===== config.mk =====
export PLATFORM = sky130hd
export DESIGN_NAME = gate_lamp_bank
export DESIGN_NICKNAME = d
export VERILOG_FILES = /design/src/rtl/gate_lamp_bank.sv
export SDC_FILE = /design/constraint.sdc
export NUM_CORES = 1
export LEC_CHECK = 0
export BUFFER_PORTS_ARGS = -buffer_cell sky130_fd_sc_hd__buf_2
export CORE_MARGIN = 10
export CORE_UTILIZATION = 56
export DETAILED_ROUTE_END_ITERATION = 8
export PLACE_DENSITY = 0.84
export SYNTH_ARGS = -nofsm -noshare
export SYNTH_HDL_FRONTEND = slang
export SYNTH_SLANG_ARGS = --single-unit

===== constraint.sdc =====
create_clock -name clk -period 3.15 [get_ports clk]
set_input_delay 0.63 -clock clk [delete_from_list [all_inputs] [get_ports clk]]
set_output_delay 0.63 -clock clk [all_outputs]
set_load 0.02 [all_outputs]

===== src/rtl/gate_lamp_bank.sv =====
// Lamp row for a multi-input gate: wire-hit toggles flip a working lamp vector,
// and frame_end commits it atomically so the gate sees one vector per frame.
module gate_lamp_bank #(
    parameter int                    LAMP_COUNT = 2,
    parameter logic [LAMP_COUNT-1:0] INIT       = '0
) (
    input  logic                  clk,
    input  logic                  logic_reset,
    input  logic [LAMP_COUNT-1:0] toggle,
    input  logic                  frame_end,
    output logic [LAMP_COUNT-1:0] lamp_state,
    output logic [LAMP_COUNT-1:0] lamp_pending,
    output logic                  state_valid,
    output logic                  changed,
    output logic [7:0]            frame_hits
);

    localparam logic [0:0] ST_OPEN   = 1'b0;
    localparam logic [0:0] ST_COMMIT = 1'b1;

    logic [LAMP_COUNT-1:0] pending_p0;
    logic [LAMP_COUNT-1:0] committed_p1;
    logic [7:0]            hit_cnt_p0;
    logic [7:0]            frame_hits_p1;
    logic                  changed_p1;
    logic [0:0]            state_p1;

    logic [LAMP_COUNT-1:0] pending_next;
    logic [31:0]           hit_sum;

    function automatic logic [31:0] popcount(input logic [LAMP_COUNT-1:0] v);
        logic [31:0] cnt;
        cnt = '0;
        for (int i = 0; i < LAMP_COUNT; i++) begin
            cnt = cnt + {31'b0, v[i]};
        end
        return cnt;
    endfunction

    // Clamp at 255 so a long frame reports "many" instead of wrapping.
    function automatic logic [7:0] sat8(input logic [31:0] v);
        return (v > 32'd255) ? 8'hFF : v[7:0];
    endfunction

    assign pending_next = pending_p0 ^ toggle;
    assign hit_sum      = {24'b0, hit_cnt_p0} + popcount(toggle);

    // Accumulate stage (pending, hit counter) -> commit stage (committed vector, stats)
    always_ff @(posedge clk or posedge logic_reset) begin
        if (logic_reset) begin
            pending_p0    <= INIT;
            committed_p1  <= INIT;
            hit_cnt_p0    <= 8'd0;
            frame_hits_p1 <= 8'd0;
            changed_p1    <= 1'b0;
            state_p1      <= ST_OPEN;
        end else begin
            pending_p0 <= pending_next;
            if (frame_end) begin
                // Toggles arriving with frame_end belong to the closing frame.
                committed_p1  <= pending_next;
                changed_p1    <= (pending_next != committed_p1);
                frame_hits_p1 <= sat8(hit_sum);
                hit_cnt_p0    <= 8'd0;
                state_p1      <= ST_COMMIT;
            end else begin
                hit_cnt_p0    <= sat8(hit_sum);
                state_p1      <= ST_OPEN;
            end
        end
    end

    assign lamp_state   = committed_p1;
    assign lamp_pending = pending_p0;
    assign state_valid  = (state_p1 == ST_COMMIT);
    assign changed      = changed_p1;
    assign frame_hits   = frame_hits_p1;

endmodule


==> results of run 1 <==
[sequential cells by signal (all words and copies together) (netlist names)]
name	count
changed	1
state_valid	1
lamp_pending	2
lamp_state	2
frame_hits	8
hit_cnt_p0	8
[path summary, 6_finish.rpt]
kind | startpoint | to
setup / recovery | toggle[0] | frame_hits[5]
hold / removal | logic_reset | frame_hits[7]
setup reg to reg | hit_cnt_p0[0] | frame_hits[5]
hold reg to reg | frame_hits[4] | frame_hits[4]
max in group asynchronous | logic_reset | lamp_pending[1]
min in group clk | frame_hits[4] | frame_hits[4]
[synthesized netlist by cell type]
| cell type | instances | area share (%) |
|---|---|---|
| dfrtp_1 | 22 | 56 |
| nor2_1 | 11 | 4.2 |
| a21oi_1 | 7 | 3.6 |
| inv_1 | 6 | 2.3 |
| nand2_1 | 6 | 2.3 |
| nor3_1 | 4 | 2.0 |
| a31oi_1 | 3 | 1.9 |
| and3_1 | 2 | 1.3 |
| o21ai_0 | 2 | 1.0 |
| o2bb2ai_1 | 2 | 1.8 |
| o31ai_1 | 2 | 1.5 |
| xnor2_1 | 2 | 1.8 |
| xor2_1 | 2 | 1.8 |
| a22oi_1 | 1 | 0.77 |
| a31o_2 | 1 | 0.89 |
| and4_1 | 1 | 0.89 |
| buf_1 | 1 | 0.38 |
| clkbuf_1 | 1 | 0.38 |
| fa_1 | 1 | 2.0 |
| ha_1 | 1 | 1.3 |
| nand2b_1 | 1 | 0.64 |
| nand3_4 | 1 | 1.8 |
| nand4_1 | 1 | 0.64 |
| nor3_2 | 1 | 1.0 |
| nor4_1 | 1 | 0.64 |
| nor4_2 | 1 | 1.3 |
| nor4b_2 | 1 | 1.5 |
| o211a_1 | 1 | 1.0 |
| o311a_1 | 1 | 1.0 |
| o31a_1 | 1 | 0.89 |
| o31ai_2 | 1 | 1.3 |
[report_power, final]
part / internal, mW / switching, mW / total [mW]
sequential: 0.326 / 0.0340 / 0.360
clock: 0.0705 / 0.0818 / 0.152
combinational: 0.0684 / 0.123 / 0.191
total: 0.465 / 0.239 / 0.703
[routing by layer]
layer	vias to the layer above	GRT usage (%)	wire length [um]
met5	-	0	0
met4	0	5.73	12
met3	2	2.44	137
met2	26	20.4	1010
met1	366	13.6	834
li1	364	-	-
[layout make-up]
cell class	instances	area (sq um)	share of cell area [%]
Clock buffer	4	36.3	3.24
Inverter	6	22.5	2.01
Multi-Input combinational cell	59	400	35.7
Sequential cell	22	551	49.1
Tap cell	17	21.3	1.90
Timing Repair Buffer	18	90.1	8.04
[through the flow]
step / hold WS, ns / setup WS, ns / utilization [%] / cells / power [mW]
finish: 0.464 / 1.06 / 66.4 / 126 / 0.703
detailed placement: 0.469 / 0.762 / 64.2 / 122 / 0.563
global route: 0.512 / 0.944 / 66.4 / 126 / 0.750
floorplan: 0.555 / 1.01 / - / 89 / 0.493
global placement: 0.463 / 0.800 / 64.2 / 122 / 0.554
CTS: 0.482 / 1.06 / 66.4 / 126 / 0.712
[cells by family (layout without fill, tap and decap cells)]
family                   Yosys count  after routing  synth area share, %
AO/OA/AOI/OAI                     22             22                 15.7
XOR/XNOR                           4              4                 3.57
adder cells (fa/ha/maj)            2              2                 3.32
buffers and inverters              8             28                 3.06
flip-flops                        22             22                 56.1
AND/OR/NAND/NOR                   31             31                 18.2
==> results.yml, run 1 <==
cells_and_area:
  layout_commonest_cell: "dfrtp_1"
  drive_gt1_share_pct: 25.7
  antennaDiodeCount: 0
  mostFrequentLayoutCells: "dfrtp_1, buf_2, nor2_1, a21oi_1"
  areaGrowthSynthToFinish_pct: 14.3
  final_nets: 117
  final_area_sq_um: 1120
  fillCellCount: 137
global_route:
  antenna_found_initial: 0
  grt_use_total_pct: 11.8
  grt_pass1_vias: 754
  grt_overflow: 0
  grt_max_degree: 25
  grt_pass1_wl_mm: 3.34
timing:
  slew_headroom_pct: 45.8
  rsz0062_at_grt: "no"
  drv_slew: 0
  worst_pin_slew_ns: 0.813
  fmaxAchievable_ghz: 0.479
  post-route-min-period_ns: 2.09
  period_share_pct: 66.2
  skew_ns: 0.00374
  finalSetupViolCount: 0
  final.setup.tns_ns: 0
  finalHoldViolations: 0
worst_setup_path:
  ff2ff_setup_slack_ns: 1.17
  cp_cell_sequence: "buf_2, fa_1, ha_1, and4_1, nor4_1, o31ai_1"
  end_kind: "register"
  path_depth: 6
  critPathArrivalTime_ns: 2.28
  crit_family: "adder cells"
  crit_fanout: 8
  worstPathRequired_ns: 3.34
  reg2reg_depth: 5
  worst_setup_path_start_kind: "input port"
  cp_num_buf_inv: 1
  critPathMaxStageDelay_ns: 0.50
  crit_type: "in2reg"
  cpMaxStageDelayCell: "fa_1"
power:
  power_density_nw_per_um2: 627
  ir_worst_vdd_mv: 0.529
  p_leak_nw: 0.521
die:
  rows: 15
  start_util_pct: 58.1
  core_region_area_sq_um: 1690
  die_w_um: 61.9
  die_area_sq_um: 3830
  io_pins: 19
  die-height_um: 61.9
yosys:
  syn-cell-area_sq_um: 981
  syn-num-nets: 96
  synth.distinct_cells: 31
  yosys_warnings: 0
  ys_seq_area_share_pct: 56.1
  ys_ff_latch: 22
  synthCells: 89
  syn-mean-instance-area_sq_um: 11.0
run:
  drv_cap: 0
placement:
  dp_hpwl_mm: 1.48
  port_buffers: 18
  placed_area_sq_um: 1080
  place.gp.congestion: 0.778
routing:
  first_iter_violations: 16
  vias_per_cell: 6.02
  vias: 758
  wirelength_mm: 1.99
  drcViolationCount: 0
  first_pass_iters: 4
  antenna_left: 0
  wl_per_cell_um: 15.8
clocking:
  cts.repair.resized: 0
  cts_made_buffers: 3
  htree_num_levels: 1
  clk_transition_reported_paths_ns: 0.12
  clk-insertion-delay-late_ns: 0.30
  cts_hold_buf: 0
  clock-sinks: 22
  postCtsSetupBuffers: 0
  cts_tree: "done"
  clockBufferDepth: 2
  root_buffer: "clkbuf_4"
outcome:
  outcome: "finished, final reports clean"
hold_path:
  min_path_type: "in2async"
Note: power is estimated with default switching activity, not from simulation.
==> run 2, diff against run 1 <==
ABC_AREA = 1   (was not set)
CORE_UTILIZATION = 48   (was 56)
PLACE_DENSITY = 0.76   (was 0.84)
clock period = 1.87 ns   (was 3.15 ns; I/O delays follow)
==> results.yml, run 2 <==
routing:
  antenna_left: 0
  first_pass_iters: 4
  vias_per_cell: 4.67
  vias: 775
  drcViolationCount: 0
  wl_per_cell_um: 11.6
  wirelength_mm: 1.93
  first_iter_violations: 16
die:
  core_region_area_sq_um: 2000
  die_w_um: 66.2
  rows: 16
  io_pins: 19
  start_util_pct: 51.1
  die_area_sq_um: 4380
  die-height_um: 66.2
yosys:
  syn-num-nets: 127
  yosysTopAreaCell: "dfrtp_1"
  ys_ff_latch: 22
  ys_seq_area_share_pct: 53.8
  synth_edf_count: 0
  synth_commonest_cells: "nand2_1, dfrtp_1, nor2_1"
  synthCells: 120
  synth_flop_cell: "dfrtp_1"
  syn-mean-instance-area_sq_um: 8.53
  yosys_warnings: 0
  async_flop_share_pct: 100
  synth_area_leaders: "dfrtp_1, nand2_1, nor2_1"
  syn-cell-area_sq_um: 1020
  synth.distinct_cells: 25
  synth.most_common_cell: "nand2_1"
  synth_top_area_share_pct: 53.8
placement:
  dpl.cell_count: 163
  port_buffers: 18
  place_ws_ns: 0.0311
  dp_hpwl_mm: 1.53
  place.gp.congestion: 0.762
cells_and_area:
  areaGrowthSynthToFinish_pct: 13.3
  final_cells: 166
  mostFrequentLayoutCells: "nand2_1, dfrtp_1, buf_2, nor2_1, inv_1"
  final_nets: 148
  drive_gt1_share_pct: 22.3
  antennaDiodeCount: 0
  layout_commonest_cell: "nand2_1"
timing:
  drv_slew: 0
  finalSetupViolCount: 0
  period_share_pct: 89.3
  skew_ns: 0.00286
  slew_headroom_pct: 70.4
  fmaxAchievable_ghz: 0.599
  final.setup.tns_ns: 0
  rsz0062_at_grt: "no"
  fin_ws_ns: 0.201
  finalHoldViolations: 0
  post-route-min-period_ns: 1.67
  worst_pin_slew_ns: 0.443
global_route:
  antenna_found_initial: 0
  grt_pass1_vias: 764
  grt_pass1_wl_mm: 3.43
  grt_overflow: 0
  grt_use_total_pct: 9.85
  grt_max_degree: 23
worst_setup_path:
  cp_num_buf_inv: 1
  crit_type: "reg2reg"
  worstPathRequired_ns: 2.05
  endpoint: "frame_hits[1]"
  reg2reg_depth: 8
  reg2reg_to: "frame_hits[1]"
  critPathMaxStageDelay_ns: 0.40
  worstSetupStartpoint: "hit_cnt_p0[0]"
  reg2reg_from: "hit_cnt_p0[0]"
  cp_cell_sequence: "fa_1, ha_1, nand2_2, nor2_4, nand3_4, clkinv_2, nor2_1, o21ai_2"
  worst_setup_path_start_kind: "register"
  end_kind: "register"
  path_depth: 8
  cpMaxStageDelayCell: "dfrtp_1"
  critPathArrivalTime_ns: 1.85
  ff2ff_setup_slack_ns: 0.20
  crit_family: "adder cells"
  crit_fanout: 7
power:
  ir_worst_vdd_mv: 0.505
  p_leak_nw: 0.636
  finalPower_mw: 1.05
  power_density_nw_per_um2: 907
clocking:
  cts.repair.resized: 0
  clk-insertion-delay-late_ns: 0.29
  clk_transition_reported_paths_ns: 0.11
  cts_tree: "done"
  cts_hold_buf: 0
  clock-sinks: 22
  postCtsSetupBuffers: 0
  clockBufferDepth: 2
  htree_num_levels: 1
  cts_made_buffers: 3
  root_buffer: "clkbuf_4"
outcome:
  outcome: "finished, final reports clean"
run:
  drv_cap: 0
hold_path:
  min_path_type: "in2async"
[run 2: area by class of cell]
type / count / area, sq um
Fill cell: 197 / 842
Sequential cell: 22 / 551
Multi-Input combinational cell: 83 / 409
Timing Repair Buffer: 19 / 97.6
Inverter: 12 / 46.3
Tap cell: 27 / 33.8
Clock buffer: 3 / 22.5
[run 2: tightest hold or removal path: stages]
cell   delay (ns)
buf_2        0.10
inv_1        0.04
buf_4        0.27
[run 2: worst min path at each step]
stage                    end  cells after the start  slack, ns   startpoint
6_report       frame_hits[4]                      3       0.08  logic_reset
5_1_grt        frame_hits[4]                      3        0.1  logic_reset
4_1_cts        frame_hits[1]                      3       0.08  logic_reset
3_3_place_gp     state_valid                      3       0.41  logic_reset
3_5_place_dp     state_valid                      3       0.42  logic_reset
2_1_floorplan        changed                      1       0.36  logic_reset
[run 2: logic make-up after synthesis]
logic type / after synthesis / synth area share, %
flip-flops: 22 / 53.8
adder cells (fa/ha/maj): 2 / 3.18
buffers and inverters: 15 / 6.23
AO/OA/AOI/OAI: 12 / 6.36
AND/OR/NAND/NOR: 66 / 27.9
XOR/XNOR: 3 / 2.57
[run 2: metal layers]
| layer | track usage [%] | vias up | wire length, um |
|---|---|---|---|
| li1 | - | 410 | - |
| met1 | 12.5 | 348 | 882 |
| met2 | 15.0 | 13 | 911 |
| met3 | 4.24 | 4 | 120 |
| met4 | 2.36 | 0 | 16 |
| met5 | 0 | - | 0 |
[run 2: per-stage QoR]
step / utilization [%] / hold slack (ns) / area, sq um
finish: 57.9 / 0.0811 / 1160
global route: 57.9 / 0.0975 / 1160
CTS: 57.9 / 0.0850 / 1160
detailed placement: 56.8 / 0.422 / 1140
global placement: 56.8 / 0.412 / 1140
floorplan: - / 0.363 / 1020
[run 2: report_power, final]
part           internal, mW  leakage [nW]  switching (mW)
clock                0.0750        0.0138           0.132
combinational        0.0942         0.336           0.173
sequential            0.534         0.286          0.0439
total                 0.703         0.636           0.349
==> run 3, diff against run 2 <==
CELL_PAD_IN_SITES_DETAIL_PLACEMENT = 1   (was not set)
CELL_PAD_IN_SITES_GLOBAL_PLACEMENT = 2   (was not set)
CORE_UTILIZATION = 28   (was 48)
PLACE_DENSITY = 0.75   (was 0.76)
TNS_END_PERCENT = 1   (was not set)
==> results.yml, run 3 (same netlist as run 2, synthesis figures left out) <==
outcome:
  outcome: "finished, final reports clean"
routing:
  routed.top_layer: "met4"
  drcViolationCount: 0
  wl_met3_um: 57
  antenna_left: 0
  vias: 826
  first_pass_iters: 3
  vias_per_cell: 4.44
  wl_per_cell_um: 12.6
  met2_wirelength_mm: 1.19
  first_iter_violations: 12
  wirelength_mm: 2.34
  met1_length_mm: 1.08
die:
  die_area_sq_um: 6470
  start_util_pct: 29.7
  io_pins: 19
  rows: 21
  die_w_um: 80.5
  core_region_area_sq_um: 3440
  die-height_um: 80.5
placement:
  dp_hpwl_mm: 1.85
  port_buffers: 18
  place.gp.congestion: 0.763
power:
  comb_power_share_pct: 23.9
  p_int_uw: 772
  finalPower_mw: 1.13
  ir_worst_vdd_mv: 0.476
  p_leak_nw: 0.648
  p_seq_share_pct: 50.8
  clockPowerShare_pct: 25.2
  switching_share_pct: 32.0
  p_sw_uw: 363
  power_density_nw_per_um2: 938
clocking:
  clock-sinks: 22
  root_buffer: "clkbuf_8"
  clk-insertion-delay-late_ns: 0.26
  clk_transition_reported_paths_ns: 0.07
  cts_tree: "done"
  postCtsSetupBuffers: 0
  cts.repair.resized: 0
  htree_num_levels: 1
  clockBufferDepth: 2
  cts_hold_buf: 0
  cts_made_buffers: 3
cells_and_area:
  drive_gt1_share_pct: 22.9
  antennaDiodeCount: 0
  mostFrequentLayoutCells: "nand2_1, dfrtp_1, buf_2, nor2_1, inv_1"
  layout_commonest_cell: "nand2_1"
  areaGrowthSynthToFinish_pct: 18.2
  fillCellCount: 429
  final_nets: 149
timing:
  rsz0062_at_grt: "no"
  final.setup.tns_ns: 0
  skew_ns: 0.00209
  worst_pin_slew_ns: 0.444
  finalHoldViolations: 0
  drv_slew: 0
  post-route-min-period_ns: 1.66
  slew_headroom_pct: 70.4
  fmaxAchievable_ghz: 0.603
  finalSetupViolCount: 0
  period_share_pct: 88.6
global_route:
  grt_use_total_pct: 8.03
  grt_pass1_vias: 925
  grt_overflow: 0
  grt_pass1_wl_mm: 4.14
  antenna_found_initial: 0
  grt_max_degree: 23
worst_setup_path:
  cpMaxStageDelayCell: "fa_1"
  crit_family: "adder cells"
  crit_type: "reg2reg"
  worst_setup_path_start_kind: "register"
  end_kind: "register"
  crit_fanout: 4
  cp_num_buf_inv: 1
  cp_cell_sequence: "fa_1, ha_1, nand2_2, nor2_4, nand3_4, clkinv_2, nor2_1, nor2_1"
  worstPathRequired_ns: 2.01
  crit_top_cell: "nor2_1"
  critPathMaxStageDelay_ns: 0.40
  critPathArrivalTime_ns: 1.79
run:
  drv_cap: 0
hold_path:
  min_path_type: "in2async"
run 3: cell types whose count changed in the layout (fill, tap and decap cells not counted):
| cell | change |
|---|---|
| clkbuf_4 | -3 |
| buf_4 | +1 |
| clkbuf_8 | +3 |
run 3: final timing paths:
kind / from / to / slack (ns) / cells after the start
min reg2reg: frame_hits[3] / frame_hits[3] / 0.49 / 2
max reg2reg: hit_cnt_p0[0] / hit_cnt_p0[1] / 0.21 / 8
min: logic_reset / state_valid / 0.14 / 3
max: hit_cnt_p0[0] / hit_cnt_p0[1] / 0.21 / 8
max in group asynchronous: logic_reset / hit_cnt_p0[2] / 1.51 / 3
min in group clk: toggle[1] / lamp_pending[1] / 0.38 / 2
run 3: worst reg2reg max path, cell delays in order (launching register included):
cell      delay, ns
dfrtp_1        0.38
fa_1           0.40
ha_1           0.22
nand2_2        0.11
nor2_4         0.06
nand3_4        0.07
clkinv_2       0.07
nor2_1         0.16
nor2_1         0.07
run 3: area by class of cell:
type / count / area (sq um) / share of cell area, %
well taps: 46 / 57.6 / 4.76
repair buffers: 20 / 105 / 8.69
multi-input cells: 83 / 409 / 33.8
clock buffers: 3 / 41.3 / 3.41
inverters: 12 / 46.3 / 3.83
flip-flops and latches: 22 / 551 / 45.5
run 3: per-stage QoR:
step / cell area, sq um / cells / util (%) / hold WS, ns / setup slack, ns
after floorplan: 1020 / 120 / - / 0.363 / 0.252
after global placement: 1170 / 183 / 34.0 / 0.425 / 0.0400
after detailed placement: 1170 / 183 / 34.0 / 0.428 / 0.0165
after CTS: 1210 / 186 / 35.2 / 0.145 / 0.192
after global routing: 1210 / 186 / 35.2 / 0.164 / 0.0917
final: 1210 / 186 / 35.2 / 0.139 / 0.213
run 3: power groups by stage:
stage	clock [mW]	sequential (mW)	combinational [mW]
2_1_floorplan	0	0.645	0.123
5_1_grt	0.320	0.587	0.310
3_3_place_gp	0	0.582	0.276
4_1_cts	0.301	0.578	0.282
6_report	0.286	0.577	0.272
3_5_place_dp	0	0.587	0.280
run 3: routing by layer:
| layer | GRT usage (%) | vias to the layer above |
|---|---|---|
| met1 | 9.03 | 404 |
| met5 | 0 | - |
| met2 | 14.1 | 10 |
| met3 | 2.00 | 2 |
| met4 | 3.17 | 0 |
| li1 | - | 410 |
